<file path="src/rtl/dmem_arb.sv">
// Two-port arbiter for a single-port data memory: core port A and loader/DMA port B.
// Round-robin on conflict, optional locked ownership bounded by MAXBURST, address range check.
module dmem_arb #(
  parameter int unsigned DEPTH    = 64,
  parameter int unsigned MAXBURST = 8
) (
  input  logic        clk,
  input  logic        rst_n,
  input  logic        a_req,
  input  logic        a_we,
  input  logic        a_lock,
  input  logic [31:0] a_addr,
  input  logic [31:0] a_wdata,
  output logic        a_gnt,
  output logic        a_rvalid,
  output logic        a_err,
  output logic [31:0] a_rdata,
  input  logic        b_req,
  input  logic        b_we,
  input  logic        b_lock,
  input  logic [31:0] b_addr,
  input  logic [31:0] b_wdata,
  output logic        b_gnt,
  output logic        b_rvalid,
  output logic        b_err,
  output logic [31:0] b_rdata,
  output logic        mem_we,
  output logic [31:0] mem_addr,
  output logic [31:0] mem_wdata,
  input  logic [31:0] mem_rdata
);

  localparam int unsigned CW = $clog2(MAXBURST + 1);

  typedef enum logic [1:0] {IDLE, OWN_A, OWN_B} state_e;

  state_e          state_q, state_d;
  logic            lastb_q, lastb_d;
  logic [CW-1:0]   cnt_q, cnt_d;
  logic            a_rvalid_q, b_rvalid_q;
  logic [31:0]     a_rdata_q, b_rdata_q;
  logic            gnt_a, gnt_b;
  logic            err_a, err_b;

  // Arbitration, ownership and burst limiting
  always_comb begin
    state_d = state_q;
    lastb_d = lastb_q;
    cnt_d   = cnt_q;
    gnt_a   = 1'b0;
    gnt_b   = 1'b0;
    unique case (state_q)
      IDLE: begin
        if (a_req && b_req) begin
          gnt_a   = lastb_q;
          gnt_b   = !lastb_q;
          lastb_d = !lastb_q;
        end else begin
          gnt_a = a_req;
          gnt_b = b_req;
        end
        if (gnt_a && a_lock) begin
          if (b_req && (MAXBURST <= 1)) begin
            lastb_d = 1'b0;
          end else begin
            state_d = OWN_A;
            cnt_d   = CW'(b_req);
          end
        end else if (gnt_b && b_lock) begin
          if (a_req && (MAXBURST <= 1)) begin
            lastb_d = 1'b1;
          end else begin
            state_d = OWN_B;
            cnt_d   = CW'(a_req);
          end
        end
      end
      OWN_A: begin
        gnt_a = a_req;
        if (!a_req || !a_lock) begin
          state_d = IDLE;
        end else if (b_req) begin
          if ((32'(cnt_q) + 32'd1) >= MAXBURST) begin
            state_d = IDLE;
            lastb_d = 1'b0;
          end else begin
            cnt_d = cnt_q + CW'(1);
          end
        end else begin
          cnt_d = '0;
        end
      end
      OWN_B: begin
        gnt_b = b_req;
        if (!b_req || !b_lock) begin
          state_d = IDLE;
        end else if (a_req) begin
          if ((32'(cnt_q) + 32'd1) >= MAXBURST) begin
            state_d = IDLE;
            lastb_d = 1'b1;
          end else begin
            cnt_d = cnt_q + CW'(1);
          end
        end else begin
          cnt_d = '0;
        end
      end
      default: state_d = IDLE;
    endcase
    // Reset must silence the combinational grant path immediately
    if (!rst_n) begin
      gnt_a = 1'b0;
      gnt_b = 1'b0;
    end
  end

  assign err_a     = gnt_a && (a_addr >= 32'(DEPTH));
  assign err_b     = gnt_b && (b_addr >= 32'(DEPTH));
  assign a_gnt     = gnt_a;
  assign b_gnt     = gnt_b;
  assign a_err     = err_a;
  assign b_err     = err_b;
  assign mem_addr  = gnt_b ? b_addr  : a_addr;
  assign mem_wdata = gnt_b ? b_wdata : a_wdata;
  assign mem_we    = (gnt_a && a_we && !err_a) || (gnt_b && b_we && !err_b);
  assign a_rvalid  = a_rvalid_q;
  assign b_rvalid  = b_rvalid_q;
  assign a_rdata   = a_rdata_q;
  assign b_rdata   = b_rdata_q;

  always_ff @(posedge clk or negedge rst_n) begin
    if (!rst_n) begin
      state_q <= IDLE;
      lastb_q <= 1'b1;
      cnt_q   <= '0;
    end else begin
      state_q <= state_d;
      lastb_q <= lastb_d;
      cnt_q   <= cnt_d;
    end
  end

  // Read return: out-of-range reads complete with zero data
  always_ff @(posedge clk or negedge rst_n) begin
    if (!rst_n) begin
      a_rvalid_q <= 1'b0;
      b_rvalid_q <= 1'b0;
      a_rdata_q  <= '0;
      b_rdata_q  <= '0;
    end else begin
      a_rvalid_q <= gnt_a && !a_we;
      b_rvalid_q <= gnt_b && !b_we;
      if (gnt_a && !a_we) a_rdata_q <= err_a ? 32'd0 : mem_rdata;
      if (gnt_b && !b_we) b_rdata_q <= err_b ? 32'd0 : mem_rdata;
    end
  end

endmodule

</file>
<file path="config.mk">
export PLATFORM = sky130hd
export DESIGN_NAME = dmem_arb
export DESIGN_NICKNAME = d
export VERILOG_FILES = /design/src/rtl/dmem_arb.sv
export SDC_FILE = /design/constraint.sdc
export NUM_CORES = 1
export LEC_CHECK = 0
export BUFFER_PORTS_ARGS = -buffer_cell sky130_fd_sc_hd__clkbuf_2
export CAP_MARGIN = 20
export CELL_PAD_IN_SITES_DETAIL_PLACEMENT = 1
export CELL_PAD_IN_SITES_GLOBAL_PLACEMENT = 2
export CORE_ASPECT_RATIO = 2
export CORE_UTILIZATION = 23
export CTS_CLUSTER_DIAMETER = 150
export DETAILED_ROUTE_END_ITERATION = 10
export PLACE_DENSITY_LB_ADDON = 0.2
export SLEW_MARGIN = 20
export SYNTH_ARGS = -nofsm -noshare
export SYNTH_HDL_FRONTEND = slang
export SYNTH_SLANG_ARGS = --single-unit
</file>
<file path="constraint.sdc">
create_clock -name clk -period 5.3 [get_ports clk]
set_clock_uncertainty 0.2 [all_clocks]
set_input_delay 0.265 -clock clk [delete_from_list [all_inputs] [get_ports clk]]
set_output_delay 0.265 -clock clk [all_outputs]
set_load 0.01 [all_outputs]
</file>
==> results.sh, run 1 <==
export IMPL_outcome="finished clean"
export IMPL_gp_congestion=0.863
export IMPL_clock_latency_ns=0.34
export IMPL_regArea_um2=1830
export IMPL_finalSetupViolations=0
export IMPL_yosysSeqAreaShare_pct=41.3
export IMPL_fp_row_count=71
export IMPL_cellLeakagePower_nw=3.55
export IMPL_grt_max_degree=67
export IMPL_tns_ns=0
export IMPL_drt_first_pass_iters=4
export IMPL_die_w_um=100
export IMPL_post_route_cell_area_um2=6710
export IMPL_min_delay_path_class="input port to flop"
export IMPL_antenna_found_initial=0
export IMPL_crit_path_start="state_q[0]"
export IMPL_synthAdderAreaFrac_pct=1.98
export IMPL_cts_buffers=9
export IMPL_r2r_start="state_q[0]"
export IMPL_placedCellCount=1091
export IMPL_synth_top_area_share_pct=40.7
export IMPL_synth_top_family_by_area="simple AND/OR/NAND/NOR gates"
export IMPL_vdd_drop_max_v=0.000165
export IMPL_yosys_warnings=0
export IMPL_grt_ovfl_total=0
export IMPL_grt_setup_unrepaired="no"
export IMPL_root_buffer="clkbuf_16"
export IMPL_dr_total_vias=5601
export IMPL_critical_path_endpoint_type="output pin"
export IMPL_post_cts_buffers=0
export IMPL_criticalPathCategory="flop to output pin"
export IMPL_multi_input_area_um2=2380
export IMPL_clk_path_buf_depth=2
export IMPL_max_clock_freq_ghz=0.285
export IMPL_drcViolationCount=0
export IMPL_fp_dieH_um=198
export IMPL_grt_pass1_wl_um=34400
export IMPL_fill_cells=2429
export IMPL_drtIter0Drc=230
export IMPL_syn_num_nets=749
export IMPL_via_per_inst=4.94
export IMPL_clock_sinks=73
export IMPL_cp_required_ns=4.84
export IMPL_dpl_hpwl_um=17700
export IMPL_yosysMostFrequentCell="nand2_1"
export IMPL_cts_tree="done"
export IMPL_routed_wl_um=22800
export IMPL_area_delta_synth_final_pct=51.7
export IMPL_slew_violations=0
export IMPL_synth_simple_area_share_pct=31.1
export IMPL_wl_met1_um=7390
export IMPL_yosys_top_cells_area="dfrtp_1 (41%), nand2_1 (20%), o2bb2ai_1 (6.3%)"
export IMPL_syn_cell_area_um2=4420
export IMPL_synth_top_area_cell="dfrtp_1"
export IMPL_stdcell_count=1133
export IMPL_synth_common_cells="nand2_1 (233), dfrtp_1 (72), clkbuf_1 (42)"
export IMPL_die_area_um2=19800
export IMPL_synth_mux_area_share_pct=0.226
export IMPL_post_route_util_pct=35.6
export IMPL_critPathMaxFanout=66
export IMPL_power_density_nw_per_um2=313
export IMPL_cap_viol_max_count=0
export IMPL_track_usage_pct=23.3
export IMPL_ys_types=47
export IMPL_grt_pass1_vias=6046
export IMPL_wl_met2_um=12900
export IMPL_drive_gt1_share_pct=38.4
export IMPL_path_clk_slew_ns=0.06
export IMPL_ant_nets=0
export IMPL_worstSetupStartpointType="flop"
export IMPL_portBuffers=302
export IMPL_period_minus_slack_ns=3.51
export IMPL_tightest_slew_ns=0.819
export IMPL_hold_viol_final=0
export IMPL_cp_arrival_ns=3.05
export IMPL_top_layer="met4"
export IMPL_io_pins=303
export IMPL_min_from="mem_rdata[8]"
export IMPL_final_nets=1048
export IMPL_placed_area_um2=6150
export IMPL_power_w=0.00210
export IMPL_synth_xor_area_share_pct=0
export IMPL_core_um2=18800
export IMPL_synthCells=574
export IMPL_ys_seq_elements=73
export IMPL_routedWlPerCell_um=20.1
export IMPL_ys_async_sr_fraction_pct=100
export IMPL_synth_edf_count=0
export IMPL_max_slew_margin_pct=45.4
export IMPL_synth_compound_area_share_pct=20.0
export IMPL_htreeDepth=3
export IMPL_avgSynthCellArea_um2=7.71
export IMPL_wl_met3_um=1360
export IMPL_antennaDiodeCount=0
export IMPL_synth_ff_type="dfrtp_1"
export IMPL_start_util_pct=23.5
export IMPL_finalCritPeriodShare_pct=66.3
[layout by cell type, fill, tap and decap left out, types with 2 or more instances in the layout]
cell type,synthesis,final
clkbuf_2,0,301
nand2_1,233,233
dfrtp_1,72,72
o31ai_1,33,33
o2bb2ai_1,32,32
nand4_1,32,32
dlygate4sd3_1,0,26
o21ai_0,25,25
nor4_1,14,14
buf_4,1,11
clkbuf_16,0,9
inv_1,7,7
o21ai_1,8,7
ha_1,7,7
nor2_1,5,5
nand3_1,5,5
nand2b_1,4,4
nor4b_1,3,3
and2_1,3,3
a22o_1,3,3
o221ai_1,3,3
and4_1,2,2
and3_1,2,2
or2_2,2,2
inv_2,2,2
o32ai_1,2,2
nor2b_1,2,2
o211ai_1,2,2
o22ai_1,2,2
a21oi_1,3,2
clkinv_2,0,2
clkinvlp_4,0,2
[layout make-up]
cell class	instances	share of cell area [%]
timing repair buffer	338	27.6
sequential	73	27.2
clock inverter	5	0.820
clock buffer	11	3.62
inverter	9	0.503
multi-input combinational	442	35.5
tap	255	4.75
[kinds of logic (layout without fill, tap and decap cells)]
| group | after synthesis | count (layout) |
|---|---|---|
| AND/OR/NAND/NOR | 312 | 312 |
| adder cells (fa/ha/maj) | 7 | 7 |
| flip-flops | 73 | 73 |
| multiplexers | 1 | 1 |
| AO/OA/AOI/OAI | 122 | 122 |
| buffers and inverters | 59 | 363 |
[routing by layer]
| layer | global-route usage (%) | up-vias |
|---|---|---|
| met1 | 21.8 | 2682 |
| met4 | 13.0 | 0 |
| li1 | - | 2613 |
| met2 | 45.3 | 259 |
| met5 | 0 | - |
| met3 | 4.98 | 47 |
[stage by stage]
stage	setup slack, ns	hold WS [ns]
after global routing	1.49	0.0181
after detailed placement	2.16	-0.0579
final	1.79	0.0158
after floorplan	3.04	-0.231
after global placement	2.27	-0.0617
after CTS	1.77	0.00215
[flip-flops by register name (all words and copies together) (netlist names)]
name / cells
a_rdata: 32
b_rdata: 32
cnt_q: 4
state_q: 2
a_rvalid: 1
b_rvalid: 1
lastb_q: 1
[what timing repair did]
item | 4_1_cts | 5_1_grt
hold buffers | 26 | 0
resized for setup | 0 | 0
endpoints found under the hold margin | 61 | 0
[path summary, 6_finish.rpt]
path | end | slack [ns] | depth (start not counted)
min in group asynchronous | b_rdata[6] | 0.13 | 2
worst max-delay path | mem_wdata[27] | 1.79 | 10
worst min register to register | b_rdata[31] | 0.29 | 1
worst max register to register | b_rdata[28] | 2.38 | 10
worst min-delay path | b_rdata[8] | 0.02 | 3
max in group asynchronous | b_rdata[19] | 3.68 | 3
[worst max-delay path, cell delays in order (launching register included)]
cell      delay, ns
dfrtp_1        0.42
inv_1          0.12
ha_1           0.33
a21boi_1       0.32
o21ai_4        0.07
buf_4          0.34
inv_2          0.14
buf_4          0.54
nand2_1        0.13
nand2_1        0.10
clkbuf_2       0.14
[power breakdown]
| group | internal [W] | switching (W) | leakage, nW | total [W] |
|---|---|---|---|---|
| sequential | 0.000579 | 0.0000215 | 1.01 | 0.000600 |
| clock | 0.000376 | 0.000243 | 0.142 | 0.000619 |
| combinational | 0.000312 | 0.000571 | 2.39 | 0.000883 |
(Power assumes the default switching activity.)
==> run 2, diff against run 1 <==
Settings changed: CORE_UTILIZATION 23 to 21.
Clock period 5.3 ns to 3.5 ns, I/O delays scaled along.
==> run 2 against run 1 <==
Compared with the run above: worst setup slack got worse by 1.4 ns; hold slack gained 0.062 ns; wire length fell by 2.2%; highest routed layer unchanged; largest power group unchanged.
==> results.sh, run 2 (synthesis gave the netlist of run 1 again) <==
export IMPL_vdd_drop_max_v=0.000210
export IMPL_place_ws_ns=0.750
export IMPL_antennaDiodeCount=0
export IMPL_r2r_slack_ns=0.78
export IMPL_grt_ovfl_total=0
export IMPL_met2_usage_pct=41.2
export IMPL_track_usage_pct=20.6
export IMPL_finalCritPeriodShare_pct=87.6
export IMPL_max_clock_freq_ghz=0.326
export IMPL_routedWlPerCell_um=19.3
export IMPL_worstSetupStartpointType="flop"
export IMPL_core_um2=20600
export IMPL_tightest_slew_ns=0.711
export IMPL_grt_setup_unrepaired="no"
export IMPL_finalSetupViolations=0
export IMPL_critical_path_endpoint_type="output pin"
export IMPL_drcViolationCount=0
export IMPL_drtIter0Drc=122
export IMPL_portBuffers=302
export IMPL_cellLeakagePower_nw=3.58
export IMPL_postLayoutSetupSlackWorst_ns=0.436
export IMPL_cp_required_ns=3.12
export IMPL_antenna_found_initial=0
export IMPL_htreeDepth=3
export IMPL_grt_pass1_wl_um=34600
export IMPL_busiest_layer="met2"
export IMPL_slew_violations=0
export IMPL_cts_tree="done"
export IMPL_hold_viol_final=0
export IMPL_final_nets=1057
export IMPL_ant_nets=0
export IMPL_mostFrequentLayoutCell="clkbuf_2"
export IMPL_grt_max_degree=66
export IMPL_period_minus_slack_ns=3.06
export IMPL_dr_total_vias=5521
export IMPL_root_buffer="clkbuf_16"
export IMPL_drt_first_pass_iters=4
export IMPL_clock_sinks=73
export IMPL_path_clk_slew_ns=0.06
export IMPL_fp_dieH_um=207
export IMPL_clock_latency_ns=0.34
export IMPL_cp_cell_sequence="inv_1 > ha_1 > a21boi_1 > o21ai_4 > inv_2 > buf_4 > nand2_1 > nand2_1 > clkbuf_2"
export IMPL_critPathBufInv=4
export IMPL_drive_gt1_share_pct=38.0
export IMPL_die_area_um2=21700
export IMPL_met1_usage_pct=19.4
export IMPL_cts_hold_buffers=33
export IMPL_io_pins=303
export IMPL_criticalPathCategory="flop to output pin"
export IMPL_gp_congestion=0.814
export IMPL_start_util_pct=21.5
export IMPL_outcome="finished clean"
export IMPL_cts_buffers=9
export IMPL_fp_row_count=74
export IMPL_cpPeakStageDelay_ns=0.54
export IMPL_fill_cells=2607
export IMPL_critPathMaxFanout=65
export IMPL_final_cell_mix="clkbuf_2 (301), nand2_1 (233), dfrtp_1 (72)"
export IMPL_die_w_um=105
export IMPL_max_slew_margin_pct=52.6
export IMPL_area_delta_synth_final_pct=53.6
export IMPL_cp_arrival_ns=2.69
export IMPL_cap_viol_max_count=0
export IMPL_min_delay_path_class="input port to asynchronous set/reset pin"
export IMPL_cts_resized=0
export IMPL_grt_use_met3_pct=4.93
export IMPL_post_cts_buffers=0
export IMPL_power_w=0.00312
export IMPL_critPathMostFrequentCell="nand2_1"
export IMPL_tns_ns=0
export IMPL_clk_path_buf_depth=2
export IMPL_post_route_util_pct=33.0
export IMPL_grt_pass1_vias=6213
export IMPL_dpl_hpwl_um=17700
export IMPL_via_per_inst=4.80
export IMPL_power_density_nw_per_um2=460
export IMPL_cp_slowest_cell="buf_4"
export IMPL_routed_wl_um=22300
export IMPL_cp_top_family="buffers and inverters"
==> run 2: cell count changes in the layout (fill, tap and decap cells not counted), sizes merged <==
| cell | before | now |
|---|---|---|
| dlygate4sd3 | 26 | 33 |
| buf | 11 | 13 |
| clkinvlp | 2 | 0 |
==> run 2: routing by layer <==
metal	part of all wire, %	up-vias	wire [um]
li1	-	2635	-
met1	33	2622	7420
met2	57	231	12700
met3	6.5	33	1440
met4	3.1	0	694
met5	0	-	0
==> run 2: power by group <==
part	leakage [nW]	switching [W]	internal, W
Sequential	1.01	0.0000320	0.000877
Combinational	2.43	0.000840	0.000478
Clock	0.135	0.000352	0.000544
Total	3.58	0.00122	0.00190
==> run 2: path summary, 6_finish.rpt <==
check / to / startpoint / cells after the start
max in group asynchronous: a_rdata[16] / rst_n / 3
setup / recovery: mem_addr[3] / state_q[1] / 9
setup reg to reg: b_rdata[23] / state_q[1] / 10
hold reg to reg: b_rdata[31] / b_rdata[31] / 1
hold / removal: a_rdata[3] / rst_n / 2
min in group clk: state_q[0] / a_lock / 3
==> run 2: metrics by stage <==
step,hold WS [ns],instance area (um^2),cells
after global placement,-0.114,6180,1104
after floorplan,-0.321,4420,574
after detailed placement,-0.101,6180,1104
after CTS,0.0720,6790,1151
final,0.0780,6790,1151
after global routing,0.0997,6790,1151
==> run 2: area by class of cell <==
class | count | area (um^2) | share of cell area, %
inverters | 9 | 33.8 | 0.497
clock inverters | 3 | 43.8 | 0.645
clock buffers | 11 | 233 | 3.43
flip-flops and latches | 73 | 1830 | 26.9
well taps | 266 | 333 | 4.90
repair buffers | 347 | 1930 | 28.5
multi-input cells | 442 | 2390 | 35.1
==> run 2: worst reg2reg max path, stage by stage, from the launching register on <==
cell and delay [ns]:
dfrtp_1 0.41, inv_1 0.12, ha_1 0.32, a21boi_1 0.30, o21ai_4 0.08, inv_2 0.08, nand2_1 0.05, buf_4 0.25
inv_2 0.49, nand2_1 0.15, o2bb2ai_1 0.20
